==> src/rtl/branch_resolve.sv <==
// branch_resolve
//   Resolves the conditional branch sitting in the execute stage. Holds an
//   ID/EX record of the branch (valid, funct3, fetch prediction, alternate
//   PC), evaluates the condition against the forwarded operands, and issues
//   a single mispredict redirect to fetch even when EX is held for several
//   cycles. Also keeps saturating counts of resolved and mispredicted
//   branches.
//
//   Handshake: there is no valid/ready pair here. The ID/EX record advances
//   whenever ex_stall is low and holds while it is high; ex_branch_flush is a
//   one-cycle pulse that fetch must act on in the cycle it is seen.
//
// Ports
//   clk, rst_n          clock, asynchronous active-low reset
//   id_is_branch        decode-stage instruction is a conditional branch
//   id_funct3           decode-stage branch funct3
//   id_branch_taken     fetch prediction for the decode-stage branch
//   id_branch_nt_pc     alternate PC (the path fetch did not follow)
//   intrlock_bubble     interlock: bubble into EX instead of decode instr
//   ex_stall            execute stage held this cycle
//   ex_rs1_val/rs2_val  forwarded operands of the EX instruction
//   stat_clr            synchronous clear of the statistics counters
//   ex_branch_flush     mispredict redirect pulse
//   ex_branch_pc        redirect PC (alt_pc while a branch is valid, else 0)
//   ex_branch_taken     resolved outcome of the valid EX branch
//   ex_br_illegal       valid EX branch with reserved funct3 (010/011)
//   stat_br_cnt         resolved-branch count (saturating)
//   stat_mis_cnt        mispredict count (saturating)
module branch_resolve (
  input  logic        clk,
  input  logic        rst_n,
  input  logic        id_is_branch,
  input  logic [2:0]  id_funct3,
  input  logic        id_branch_taken,
  input  logic [31:0] id_branch_nt_pc,
  input  logic        intrlock_bubble,
  input  logic        ex_stall,
  input  logic [31:0] ex_rs1_val,
  input  logic [31:0] ex_rs2_val,
  input  logic        stat_clr,
  output logic        ex_branch_flush,
  output logic [31:0] ex_branch_pc,
  output logic        ex_branch_taken,
  output logic        ex_br_illegal,
  output logic [15:0] stat_br_cnt,
  output logic [15:0] stat_mis_cnt
);

  // PEND: the EX branch may still raise its redirect.
  // DONE: the redirect opportunity has been used while EX is held.
  typedef enum logic {
    ST_PEND = 1'b0,
    ST_DONE = 1'b1
  } state_t;

  state_t      state;
  logic        vld;
  logic [2:0]  funct3;
  logic        pred;
  logic [31:0] alt_pc;

  logic        cond;
  logic        illegal;
  logic        mispredict;
  logic        retire;

  // Branch condition over the full 32-bit operands.
  always_comb begin
    cond    = 1'b0;
    illegal = 1'b0;
    case (funct3)
      3'b000:  cond = (ex_rs1_val == ex_rs2_val);
      3'b001:  cond = (ex_rs1_val != ex_rs2_val);
      3'b100:  cond = ($signed(ex_rs1_val) <  $signed(ex_rs2_val));
      3'b101:  cond = ($signed(ex_rs1_val) >= $signed(ex_rs2_val));
      3'b110:  cond = (ex_rs1_val <  ex_rs2_val);
      3'b111:  cond = (ex_rs1_val >= ex_rs2_val);
      default: illegal = 1'b1;  // 010 / 011 are reserved
    endcase
  end

  assign mispredict      = (cond != pred);
  assign ex_branch_taken = vld & cond;
  assign ex_br_illegal   = vld & illegal;
  assign ex_branch_pc    = vld ? alt_pc : 32'd0;
  // Only the first EX cycle (PEND) may redirect; later held cycles are DONE.
  assign ex_branch_flush = vld & ~illegal & mispredict & (state == ST_PEND);
  // A legal branch leaves EX when the stage is not held.
  assign retire          = vld & ~illegal & ~ex_stall;

  // ID/EX record. The flush squashes the decode-stage instruction, and it
  // does so regardless of the interlock.
  always_ff @(posedge clk or negedge rst_n) begin
    if (!rst_n) begin
      vld    <= 1'b0;
      funct3 <= 3'b000;
      pred   <= 1'b0;
      alt_pc <= 32'd0;
    end else if (!ex_stall) begin
      vld    <= id_is_branch & ~ex_branch_flush & ~intrlock_bubble;
      funct3 <= id_funct3;
      pred   <= id_branch_taken;
      alt_pc <= id_branch_nt_pc;
    end
  end

  // Redirect-once tracker: every load re-arms it, a held valid branch
  // consumes it.
  always_ff @(posedge clk or negedge rst_n) begin
    if (!rst_n) begin
      state <= ST_PEND;
    end else if (!ex_stall) begin
      state <= ST_PEND;
    end else if (vld) begin
      state <= ST_DONE;
    end
  end

  // Statistics: clear wins over increment, both saturate at 0xFFFF.
  always_ff @(posedge clk or negedge rst_n) begin
    if (!rst_n) begin
      stat_br_cnt  <= 16'd0;
      stat_mis_cnt <= 16'd0;
    end else if (stat_clr) begin
      stat_br_cnt  <= 16'd0;
      stat_mis_cnt <= 16'd0;
    end else if (retire) begin
      if (stat_br_cnt != 16'hFFFF) begin
        stat_br_cnt <= stat_br_cnt + 16'd1;
      end
      if (mispredict && (stat_mis_cnt != 16'hFFFF)) begin
        stat_mis_cnt <= stat_mis_cnt + 16'd1;
      end
    end
  end

endmodule

==> config.mk <==
export PLATFORM = sky130hd
export DESIGN_NAME = branch_resolve
export DESIGN_NICKNAME = d
export VERILOG_FILES = /design/src/rtl/branch_resolve.sv
export SDC_FILE = /design/constraint.sdc
export NUM_CORES = 1
export LEC_CHECK = 0
export CORE_UTILIZATION = 45
export DETAILED_ROUTE_END_ITERATION = 7
export GPL_ROUTABILITY_DRIVEN = 0
export PLACE_DENSITY = 0.88
export SLEW_MARGIN = 20
export SYNTH_ARGS = -nofsm -noshare
export SYNTH_HDL_FRONTEND = slang
export SYNTH_SLANG_ARGS = --single-unit
==> constraint.sdc <==
create_clock -name clk -period 4.5 [get_ports clk]
set_input_delay 0.9 -clock clk [delete_from_list [all_inputs] [get_ports clk]]
set_output_delay 0.9 -clock clk [all_outputs]
set_load 0.02 [all_outputs]
# [Yosys cells after proc, flatten, opt, wreduce, memory -nomap -nowiden]
# Cells that the tools add are included.
[totals] ff_bits=70 inputBits=106 output_inout_bits=67
[op_classes] order_cmp=4 bitwise_logic=12 addsub=2 eq_ne=11 n_mux=11 n_reduce_logical=8
[ops] operator="16-bit two-way mux" count=6
[ops] operator="32-bit greater-or-equal comparator" count=2
[ops] operator="32-bit less-than comparator" count=2
[ops] operator="16-bit by 1-bit adder with 16-bit output, second input constant" count=2
[ops] operator="32-bit == test" count=1
[ops] operator="32-bit two-way mux" count=1
[ops] operator="16-bit != test, second input constant" count=2
[ops] operator="32-bit != test" count=1
[ops] operator="3-bit == test, second input constant" count=4
[ops] operator="1-bit AND" count=8
[ops] operator="1-bit one-hot mux with 6 select lines" count=1
[ops] operator="2-bit nonzero test" count=3
[ops] operator="6-bit OR reduction" count=1
[ops] operator="1-bit inverter" count=4
[ops] operator="2-bit AND reduction" count=2
[ops] operator="3-bit by 1-bit == test with 1-bit output, second input constant" count=1
[ops] operator="3-bit logical NOT" count=1
[ops] operator="1-bit two-way mux" count=3
[ops] operator="2-bit by 1-bit != test with 1-bit output, second input constant" count=1
[ops] operator="1-bit logical AND" count=1
[ops] operator="1-bit != test" count=1

# [Longest topological paths before layout]
# Gate-level depths: netlist (run 1).
[depth] word_depth=8 ltp_mapped=12

# [Worst setup path before layout (run 1)]
# OpenSTA, ideal clock, no wires.
[synth_timing] kind="input to output" startpoint="input port ex_rs2_val[14]" endpoint="output port ex_branch_flush" arrival_ps=3417 setup_slack_ps=183 stages=10 n_path_buf=0 required_time_ps=3600 cell_sequence="inv_1 -> ha_1 -> nand4_2 -> nor4_2 -> a221oi_1 -> a311oi_2 -> or3_2 -> and4_2 -> nand3_1 -> a211oi_1"
[synth_between] elab_chain_cells=5
[synth_lines] item="start, declared" line_no="39" rtl="input logic [31:0] ex_rs2_val,"
[synth_lines] item="32-bit greater-or-equal comparator, or another cell as far along" line_no="77" rtl="3'b111: cond = (ex_rs1_val >= ex_rs2_val);"
[synth_lines] item="1-bit one-hot mux with 6 select lines (*)" line_no="71" rtl="case (funct3)"
[synth_lines] item="1-bit != test (*)" line_no="82" rtl="assign mispredict = (cond != pred);"
[synth_lines] item="1-bit AND (*) (2 in series)" line_no="87" rtl="assign ex_branch_flush = vld & ~illegal & mispredict & (state == ST_PEND);"
[synth_lines] item="end, declared" line_no="41" rtl="output logic ex_branch_flush,"
# Mark *: on every way between the ends. The rest lies on a longest branch, timed or not.

# [Worst setup path in the final report (run 1)]
[layout_timing] startpoint="input port ex_rs1_val[15]" endpoint="output port ex_branch_flush"
[layout_between] elab_chain_cells=5
[layout_lines] item="start, declared" line_no="38" rtl="input logic [31:0] ex_rs1_val,"
[layout_lines] item="32-bit greater-or-equal comparator, or another cell as far along" line_no="77"
[layout_lines] item="1-bit one-hot mux with 6 select lines (*)" line_no="71"
[layout_lines] item="1-bit != test (*)" line_no="82"
[layout_lines] item="1-bit AND (*) (2 in series)" line_no="87"
# Marked as above.

==> flow_summary.json, run 1 <==
{
  "worstPathRequired_ns": 3.60,
  "switchingPower_w": 0.000494,
  "yosys_warnings": 0,
  "async_reset_ff_share_pct": 100,
  "power.sequential.fraction_pct": 41.2,
  "synth_seq_cells": 70,
  "ff2ff_setup_slack_ns": 1.45,
  "timing.final.setup_violations": 2,
  "wl_microns": 15000,
  "worst_clock_skew_ns": 0.00616,
  "routedWlPerCell_microns": 18.9,
  "fp-row-count": 35,
  "grt_first_pass_wirelength_microns": 21700,
  "synth.cell_area_sq_mm": 0.00445,
  "cts_tree": "yes",
  "rr_startpoint": "vld$_DFFE_PN0N_",
  "maxSlewViolCount": 0,
  "number_of_levels_in_the_clock_h_tree": 3,
  "crit_slowest_cell": "nor4_4",
  "whs_path_depth": 1,
  "clk_latency_ns": 0.34,
  "max-slew-margin-rel_pct": 48.1,
  "worstPathMaxFanout": 4,
  "first_pass_iters": 4,
  "violations_in_the_final_reports": "setup timing",
  "cell_at_the_root_of_the_clock_tree": "clkbuf_8",
  "hold_path_startpoint": "alt_pc[20]$_DFFE_PN0N_",
  "synthDistinctLibCells": 54,
  "antenna_violating_nets_post_route": 0,
  "worst_setup_path_start_kind": "primary input",
  "r2r.worst_path.cells": 8,
  "synth_cells": 452,
  "first_global_vias": 4456,
  "worstPathCellList": "dlygate4sd2_1 -> ha_4 -> nand4_4 -> nor4_4 -> buf_4 -> nand4_1 -> nor3b_2 -> a211oi_2 -> and3_4 -> nand3_4 -> a211oi_2 -> buf_4 -> buf_6",
  "critical-path-max-stage-delay_ns": 0.39,
  "criticalPathCategory": "in -> out",
  "grt_max_degree": 50,
  "design.final.nets": 800,
  "timing.hold.worst.class": "reg -> reg",
  "grt_overflow": 0,
  "intPower_w": 0.00118,
  "drt_drc_violations_left": 0,
  "pwr_density_cell_mw_per_mm2": 230,
  "min_period_ns": 4.57,
  "hold_buffers": 0,
  "run_status": "finished, violations left",
  "yosysSeqAreaShare_pct": 39.3,
  "synth_edf_count": 0,
  "timing.max_cap.violations": 0,
  "path_clk_slew_ns": 0.07,
  "cellLeakagePower_nw": 3.28,
  "die_height_microns": 101,
  "clock_path_buffers": 2,
  "hold_viol": 0,
  "finalWorstSetupSlack_ns": -0.0738,
  "netSwitchingFraction_pct": 29.6,
  "proportion_of_power_drawn_by_combinational_gates_pct": 29.3,
  "via_count_normalized_by_instance_count": 5.54,
  "ir_worst_vdd_mv": 0.209,
  "worst_r2r_endpoint": "stat_mis_cnt[9]$_DFFE_PN0P_",
  "yosys_most_used_dff": "dfrtp_1",
  "critPathArrivalTime_ns": 3.67,
  "number_of_vias_after_detailed_routing": 4400,
  "syn_area_per_cell_sq_um": 9.85,
  "gr-usage-all-layers_pct": 27.2,
  "max_freq_mhz": 219,
  "numCtsBuffers": 9,
  "io_pins": 173,
  "io_buffers": 172,
  "area_growth_pct": 62.7,
  "pwr-share-clk_pct": 29.6,
  "die_w_microns": 101,
  "timing.final.crit_share_pct": 102,
  "synth.net_count": 592,
  "initial_core_util_pct": 47.3,
  "cts.sinks": 70,
  "worstHoldEndpoint": "alt_pc[20]$_DFFE_PN0N_",
  "grt_antenna_before_repair": 1,
  "fraction_of_final_layout_cells_sized_beyond_drive_strength_1_pct": 29.4,
  "timing.critical_path.to_type": "output port",
  "dp.final_hpwl_microns": 9390,
  "floorplan.die_area_sq_mm": 0.0103,
  "coreArea_sq_mm": 0.00942,
  "totalNegativeSetupSlack_ns": -0.124,
  "final_util_pct": 76.9,
  "dr.first_iter.drc_count": 183,
  "max_slew.worst_pin.slew_ns": 0.778
}
-- critical path: cells and delay by family --
kind,cells,cell delay [ns]
simple gates,6,1.28
buf+inv,4,0.73
compound gates,2,0.44
fa+ha+maj,1,0.31
-- routing by layer --
layer | up-vias | global-route usage, % | wire length [microns]
li1 | 1982 | - | -
met1 | 2138 | 30.4 | 5400
met2 | 199 | 48.6 | 7960
met3 | 81 | 7.32 | 846
met4 | 0 | 12.3 | 821
met5 | - | 0 | 0
-- cells in the mapped netlist, types with 2 or more instances --
cell	instances	area share, %
nor3b_1	2	0.34
nor3_1	4	0.45
nor2_1	45	3.8
dfrtp_1	70	39
and4_1	2	0.39
nand2b_1	2	0.28
a21boi_1	2	0.34
buf_1	3	0.25
o21ai_0	5	0.56
nand4_1	14	2.0
mux2_2	50	13
o211ai_1	2	0.34
and2_1	36	5.1
or3_2	3	0.51
nand4_2	2	0.56
nand3_1	17	1.9
a221oi_1	2	0.39
ha_1	34	9.6
xnor2_1	3	0.59
a21oi_1	14	1.6
a211oi_1	2	0.34
and3_1	5	0.70
nor2b_1	13	1.8
mux2i_1	3	0.67
a21o_1	4	0.67
clkbuf_1	9	0.76
inv_1	42	3.5
xor2_1	11	2.2
nand2_1	21	1.8
a211o_1	6	1.2
-- power by group through the flow --
| stage | combinational [W] | sequential [W] | clock [W] |
|---|---|---|---|
| 3_3_place_gp | 0.000379 | 0.000694 | 0 |
| 3_5_place_dp | 0.000394 | 0.000698 | 0 |
| 5_1_grt | 0.000521 | 0.000692 | 0.000532 |
| 6_report | 0.000488 | 0.000687 | 0.000494 |
| 2_1_floorplan | 0.000181 | 0.000692 | 0 |
| 4_1_cts | 0.000433 | 0.000687 | 0.000504 |
-- cells by family after synthesis --
family | synth area share (%)
and+or+nand+nor | 21.9
DFF | 39.3
buffers and inverters | 4.81
muxes | 13.7
AOI/OAI and AO/OA | 7.98
adders and majority gates | 9.56
xor gates and xnor gates | 2.75
-- stage by stage --
| stage | setup slack (ns) | hold WS (ns) | total power (W) | instance area, sq um | std cells |
|---|---|---|---|---|---|
| after global placement | -0.646 | 0.467 | 0.00107 | 6430 | 761 |
| after floorplan | 0.183 | 0.452 | 0.000874 | 4450 | 452 |
| after global routing | -0.150 | 0.516 | 0.00175 | 7240 | 794 |
| final | -0.0738 | 0.500 | 0.00167 | 7240 | 794 |
| after detailed placement | -0.740 | 0.488 | 0.00109 | 6430 | 761 |
| after CTS | 0.00222 | 0.505 | 0.00162 | 6970 | 782 |
-- cell type report --
class	count	area [sq um]
diodes	1	2.50
clock buffers	9	124
clock inverters	6	63.8
fillers	595	2170
inverters	42	158
multi-input cells	327	2970
flip-flops and latches	70	1750
well taps	129	161
repair buffers	210	2010
-- worst max path at each step --
stage                           end            from  depth (start not counted)
floorplan           ex_branch_flush  ex_rs2_val[14]                         10
global placement    ex_branch_flush  ex_rs2_val[14]                         13
detailed placement  ex_branch_flush  ex_rs2_val[10]                         13
CTS                 ex_branch_flush  ex_rs2_val[28]                         14
global route        ex_branch_flush  ex_rs1_val[15]                         13
finish              ex_branch_flush  ex_rs1_val[15]                         13
-- cell usage in the layout, fill, tap and decap left out, drive strengths merged, types with 3 or more instances in the layout --
cell / count
nor2: 45
xnor2: 3
dlymetal6s2s: 26
and4: 3
or3: 5
a21o: 4
mux2: 51
clkdlybuf4s50: 109
nand2: 21
dlygate4sd2: 25
nor3: 4
clkbuf: 12
a211o: 6
a21oi: 14
inv: 42
o21ai: 6
ha: 34
nor2b: 13
nand4: 17
buf: 42
a21boi: 3
and3: 5
nand3: 18
dfrtp: 70
a211oi: 3
mux2i: 3
clkinv: 3
xor2: 11
and2: 36
clkdlybuf4s15: 5
-- flip-flops by register name (all words and copies together), names as in the netlist --
register	cells
stat_br_cnt	16
vld	1
state	1
funct3	3
alt_pc	32
pred	1
stat_mis_cnt	16
-- timing repair --
item | in CTS | in global routing
pin swaps | 26 | 36
endpoints found under the setup margin | 2 | 2
resized for setup | 98 | 64
setup buffers | 6 | 11
Note: power is estimated with default switching activity, not from simulation.
==> run 2: changes to the inputs <==
--- a/config.mk
+++ b/config.mk
@@ -6,6 +6,7 @@
 export NUM_CORES = 1
 export LEC_CHECK = 0
 export CORE_UTILIZATION = 45
+export CTS_BUF_LIST = sky130_fd_sc_hd__clkbuf_16
 export DETAILED_ROUTE_END_ITERATION = 7
 export GPL_ROUTABILITY_DRIVEN = 0
 export PLACE_DENSITY = 0.88
==> flow_summary.json, run 2 (synthesized netlist as in run 1, its figures left out) <==
{
  "worstPathRequired_ns": 3.60,
  "pwr_density_cell_mw_per_mm2": 255,
  "max-slew-margin-rel_pct": 48.5,
  "switchingPower_w": 0.000522,
  "die_w_microns": 101,
  "final_util_pct": 78.0,
  "placed_cells_incl_taps": 761,
  "worst_setup_path_start_kind": "primary input",
  "number_of_levels_in_the_clock_h_tree": 3,
  "layout_commonest_cell": "clkdlybuf4s50_1",
  "critical-path-max-stage-delay_ns": 0.29,
  "timing.max_cap.violations": 0,
  "ff2ff_setup_slack_ns": 1.42,
  "ir_worst_vdd_mv": 0.237,
  "die_height_microns": 101,
  "path_clk_slew_ns": 0.06,
  "max_freq_mhz": 218,
  "min_period_ns": 4.59,
  "drt_drc_violations_left": 0,
  "hold_viol": 0,
  "fraction_of_final_layout_cells_sized_beyond_drive_strength_1_pct": 32.0,
  "timing.hold.worst.class": "reg -> reg",
  "layoutNonFillerInstCount": 797,
  "via_count_normalized_by_instance_count": 5.54,
  "worst_r2r_endpoint": "stat_mis_cnt[9]$_DFFE_PN0P_",
  "pwr-share-clk_pct": 36.9,
  "max_slew.worst_pin.slew_ns": 0.773,
  "timing.final.setup_violations": 2,
  "timing.final.crit_share_pct": 102,
  "worst_clock_skew_ns": 0.00547,
  "grt_antenna_before_repair": 2,
  "largest_reg_flops": 32,
  "worstPathCellList": "dlygate4sd2_1 -> inv_2 -> ha_4 -> nand4_1 -> buf_4 -> nor4_4 -> nand4_1 -> nor3b_2 -> a211oi_2 -> buf_4 -> nand3_2 -> o21ai_2 -> a211oi_2 -> buf_4 -> buf_6",
  "first_global_vias": 4465,
  "first_pass_iters": 6,
  "grt_max_degree": 50,
  "cellLeakagePower_nw": 3.35,
  "power.sequential.fraction_pct": 36.9,
  "cts_tree": "yes",
  "routedWlPerCell_microns": 19.7,
  "antenna_violating_nets_post_route": 0,
  "gr-usage-all-layers_pct": 27.5,
  "regMostFlops": "alt_pc",
  "cts.sinks": 70,
  "clk_latency_ns": 0.33,
  "run_status": "finished, violations left",
  "wl_microns": 15700,
  "coreArea_sq_mm": 0.00942,
  "proportion_of_power_drawn_by_combinational_gates_pct": 26.2,
  "worst_setup_path_endpoint": "ex_branch_flush",
  "floorplan.die_area_sq_mm": 0.0103,
  "intPower_w": 0.00135,
  "netSwitchingFraction_pct": 27.9,
  "critPathLaunch": "ex_rs2_val[27]",
  "fp-row-count": 35,
  "criticalPathCategory": "in -> out",
  "cell_mode_on_critical_path": "buf_4",
  "dr.first_iter.drc_count": 138,
  "totalNegativeSetupSlack_ns": -0.142,
  "r2r.worst_path.cells": 8,
  "maxSlewViolCount": 0,
  "grt_overflow": 0,
  "cell_at_the_root_of_the_clock_tree": "clkbuf_16",
  "dp.final_hpwl_microns": 9390,
  "io_buffers": 172,
  "worstPathMaxFanout": 4,
  "dpl_worst_slack_ns": -0.740,
  "p_total_w": 0.00187,
  "io_pins": 173,
  "initial_core_util_pct": 47.3,
  "rr_startpoint": "vld$_DFFE_PN0N_",
  "finalWorstSetupSlack_ns": -0.0872,
  "timing.critical_path.to_type": "output port",
  "largestRegisters": "alt_pc (32), stat_br_cnt (16), stat_mis_cnt (16)",
  "crit_slowest_cell": "nor4_4",
  "grt_first_pass_wirelength_microns": 21800,
  "area_growth_pct": 64.9,
  "numCtsBuffers": 9,
  "critPathArrivalTime_ns": 3.69,
  "violations_in_the_final_reports": "setup timing",
  "number_of_vias_after_detailed_routing": 4413,
  "clock_path_buffers": 2,
  "mostFrequentLayoutCells": "106 x clkdlybuf4s50_1, 70 x dfrtp_1, 50 x mux2_2, 45 x nor2_1, 41 x buf_4",
  "design.final.nets": 802
}
[run 2: layout make-up]
type	instances	area, sq um
flip-flops and latches	70	1750
well taps	129	161
fillers	563	2080
inverters	42	158
clock buffers	9	225
multi-input cells	327	2980
clock inverters	6	63.8
diodes	2	5.00
repair buffers	212	1990
[run 2: stage by stage]
stage	hold slack [ns]	cell area (sq um)
after floorplan	0.452	4450
after global placement	0.467	6430
after detailed placement	0.488	6430
after CTS	0.500	7070
after global routing	0.511	7340
final	0.499	7340
[run 2: repair_timing]
item                       in CTS  in global routing
hold endpoints to repair        0                  0
pin swaps                      26                 36
hold buffers                    0                  0
setup buffers                   6                 13
resized for setup              97                100
setup endpoints to repair       2                  2
[run 2: how the worst min path moves through the flow]
stage / startpoint / to / depth (start not counted)
finish: alt_pc[23]$_DFFE_PN0N_ / alt_pc[23]$_DFFE_PN0N_ / 1
global route: alt_pc[16]$_DFFE_PN0N_ / alt_pc[16]$_DFFE_PN0N_ / 1
CTS: alt_pc[23]$_DFFE_PN0N_ / alt_pc[23]$_DFFE_PN0N_ / 1
detailed placement: alt_pc[23]$_DFFE_PN0N_ / alt_pc[23]$_DFFE_PN0N_ / 1
global placement: state$_DFFE_PN0P_ / state$_DFFE_PN0P_ / 1
floorplan: state$_DFFE_PN0P_ / state$_DFFE_PN0P_ / 1
[run 2: power groups by stage]
stage               logic, W  registers [W]  clock network [W]
floorplan           0.000181       0.000692                  0
global placement    0.000379       0.000694                  0
detailed placement  0.000394       0.000698                  0
CTS                 0.000433       0.000688           0.000696
global route        0.000523       0.000695           0.000730
finish              0.000491       0.000690           0.000691
[run 2: routing by layer]
metal	track usage [%]	vias to the layer above	part of all wire, %
met1	29.4	2144	35
met3	7.25	75	5.1
met4	12.5	0	5.7
li1	-	1987	-
met2	50.4	207	54
met5	0	-	0
[run 2: critical path, delay by kind of cell]
kind,cells,cell delay (ns)
adder cells (fa/ha/maj),1,0.28
buffers and inverters,6,0.96
AO/OA/AOI/OAI,3,0.51
AND/OR/NAND/NOR,5,1.02
==> run 3: changes to the inputs <==
--- a/config.mk
+++ b/config.mk
@@ -5,11 +5,11 @@
 export SDC_FILE = /design/constraint.sdc
 export NUM_CORES = 1
 export LEC_CHECK = 0
-export CORE_UTILIZATION = 45
+export CORE_UTILIZATION = 48
 export CTS_BUF_LIST = sky130_fd_sc_hd__clkbuf_16
 export DETAILED_ROUTE_END_ITERATION = 7
 export GPL_ROUTABILITY_DRIVEN = 0
-export PLACE_DENSITY = 0.88
+export PLACE_DENSITY = 0.93
 export SLEW_MARGIN = 20
 export SYNTH_ARGS = -nofsm -noshare
 export SYNTH_HDL_FRONTEND = slang
==> constraint.sdc (replaced) <==
create_clock -name clk -period 6 [get_ports clk]
set_input_delay 1.2 -clock clk [delete_from_list [all_inputs] [get_ports clk]]
set_output_delay 1.2 -clock clk [all_outputs]
set_load 0.02 [all_outputs]
==> flow_summary.json, run 3 (synthesized netlist as in run 1, its figures left out) <==
{
  "run_status": "complete, no violations",
  "worstPathMaxFanout": 4,
  "pwr_density_cell_mw_per_mm2": 195,
  "fillers": 609,
  "cts_tree": "yes",
  "grt_antenna_before_repair": 1,
  "fraction_of_final_layout_cells_sized_beyond_drive_strength_1_pct": 15.2,
  "path_clk_slew_ns": 0.06,
  "drt_drc_violations_left": 0,
  "power.sequential.fraction_pct": 40.3,
  "first_global_vias": 4284,
  "grt_overflow": 0,
  "cellLeakagePower_nw": 2.91,
  "numCtsBuffers": 9,
  "grt_max_degree": 71,
  "totalNegativeSetupSlack_ns": 0,
  "max_freq_mhz": 175,
  "criticalPathCategory": "in -> out",
  "regMostFlops": "alt_pc",
  "grt_first_pass_wirelength_microns": 19800,
  "antenna_violating_nets_post_route": 0,
  "routedWlPerCell_microns": 15.9,
  "seq_area_sq_mm": 0.00175,
  "worst_clock_skew_ns": 0.00757,
  "worstPathBufferInverterCount": 5,
  "netSwitchingFraction_pct": 27.3,
  "worstPathRequired_ns": 4.80,
  "die_height_microns": 98.3,
  "cpLargestDelayFamily": "buffers and inverters",
  "wl_microns": 11900,
  "largestRegisters": "alt_pc (32), stat_br_cnt (16), stat_mis_cnt (16)",
  "io_pins": 173,
  "min_period_ns": 5.70,
  "clock_path_buffers": 2,
  "cell_at_the_root_of_the_clock_tree": "clkbuf_16",
  "intPower_w": 0.000936,
  "largest_reg_flops": 32,
  "maxSlewViolCount": 0,
  "dr.first_iter.drc_count": 105,
  "cts.sinks": 70,
  "timing.final.setup_violations": 0,
  "critical-path-max-stage-delay_ns": 0.68,
  "layout_commonest_cell": "clkdlybuf4s50_1",
  "mostFrequentLayoutCells": "169 x clkdlybuf4s50_1, 70 x dfrtp_1, 50 x mux2_2, 45 x nor2_1, 42 x inv_1",
  "initial_core_util_pct": 50.3,
  "proportion_of_power_drawn_by_combinational_gates_pct": 21.7,
  "ir_worst_vdd_mv": 0.146,
  "max-slew-margin-rel_pct": 37.9,
  "design.final.nets": 773,
  "fp-row-count": 34,
  "io_buffers": 172,
  "number_of_vias_after_detailed_routing": 4036,
  "timing.max_cap.violations": 0,
  "die_w_microns": 98.3,
  "clk_latency_ns": 0.33,
  "via_count_normalized_by_instance_count": 5.40,
  "crit_slowest_cell": "clkdlybuf4s50_1",
  "area_growth_pct": 48.5,
  "pwr-share-clk_pct": 38.0,
  "gr-usage-all-layers_pct": 25.8,
  "switchingPower_w": 0.000352,
  "floorplan.die_area_sq_mm": 0.00966,
  "timing.final.crit_share_pct": 95.1,
  "first_pass_iters": 8,
  "rsz0062_at_grt": "no",
  "area_of_the_multi_input_gates_sq_mm": 0.00249,
  "timing.hold.worst.class": "reg -> reg",
  "coreArea_sq_mm": 0.00885,
  "p_total_w": 0.00129,
  "dp.final_hpwl_microns": 9250,
  "ff2ff_setup_slack_ns": 2.45,
  "number_of_levels_in_the_clock_h_tree": 3,
  "worst_setup_path_start_kind": "primary input",
  "timing.critical_path.to_type": "output port",
  "hold_viol": 0,
  "worstPathCellList": "clkdlybuf4s50_1 -> inv_1 -> ha_1 -> nand4_1 -> nor4_2 -> a221oi_1 -> a311oi_2 -> buf_4 -> or3_2 -> nand3_2 -> buf_4 -> nor3_1 -> clkdlybuf4s50_1",
  "critPathArrivalTime_ns": 4.50,
  "hold_buffers": 0,
  "max_slew.worst_pin.slew_ns": 0.931
}
==> run 3: power by group through the flow <==
stage	Clock [W]	Combinational [W]	Sequential, W
2_1_floorplan	0	0.000136	0.000519
3_3_place_gp	0	0.000267	0.000525
3_5_place_dp	0	0.000279	0.000528
4_1_cts	0.000497	0.000281	0.000520
5_1_grt	0.000523	0.000303	0.000524
6_report	0.000489	0.000279	0.000519
==> run 3: per-stage QoR <==
step                      hold slack (ns)  setup WS [ns]  cell area [sq um]  util (%)  cells
after floorplan                     0.452           1.08               4450         -    452
after global placement              0.470         0.0815               6310      71.3    728
after detailed placement            0.477      0.0000959               6310      71.3    728
after CTS                           0.500          0.128               6590      74.5    744
after global routing                0.510          0.143               6610      74.7    747
final                               0.496          0.296               6610      74.7    747
==> run 3: layer usage <==
| layer | vias up | wire (microns) | GRT usage, % |
|---|---|---|---|
| li1 | 1933 | - | - |
| met1 | 1955 | 4630 | 29.2 |
| met2 | 115 | 6280 | 46.5 |
| met3 | 33 | 519 | 4.94 |
| met4 | 0 | 432 | 12.5 |
| met5 | - | 0 | 0 |
==> run 3: worst paths after layout <==
path / from / to / depth (start not counted)
max: ex_rs2_val[10] / ex_branch_taken / 13
min: alt_pc[21]$_DFFE_PN0N_ / alt_pc[21]$_DFFE_PN0N_ / 1
max reg2reg: vld$_DFFE_PN0N_ / stat_mis_cnt[7]$_DFFE_PN0P_ / 7
min reg2reg: alt_pc[21]$_DFFE_PN0N_ / alt_pc[21]$_DFFE_PN0N_ / 1
max in group asynchronous: rst_n / alt_pc[21]$_DFFE_PN0N_ / 2
min in group asynchronous: rst_n / stat_br_cnt[10]$_DFFE_PN0P_ / 2
==> run 3: area by class of cell <==
cell class	instances	share of cell area (%)
Multi-Input combinational cell	327	37.7
Inverter	42	2.39
Clock buffer	9	3.41
Antenna cell	1	0.0379
Sequential cell	70	26.5
Timing Repair Buffer	183	27.2
Tap cell	108	2.04
Clock inverter	7	0.738
==> run 3: timing repair <==
action                                 4_1_cts  5_1_grt
pin swaps                                    0        1
setup buffers                                0        2
gates resized for setup                      1        1
endpoints found under the hold margin        0        0
setup endpoints to repair                    1        1
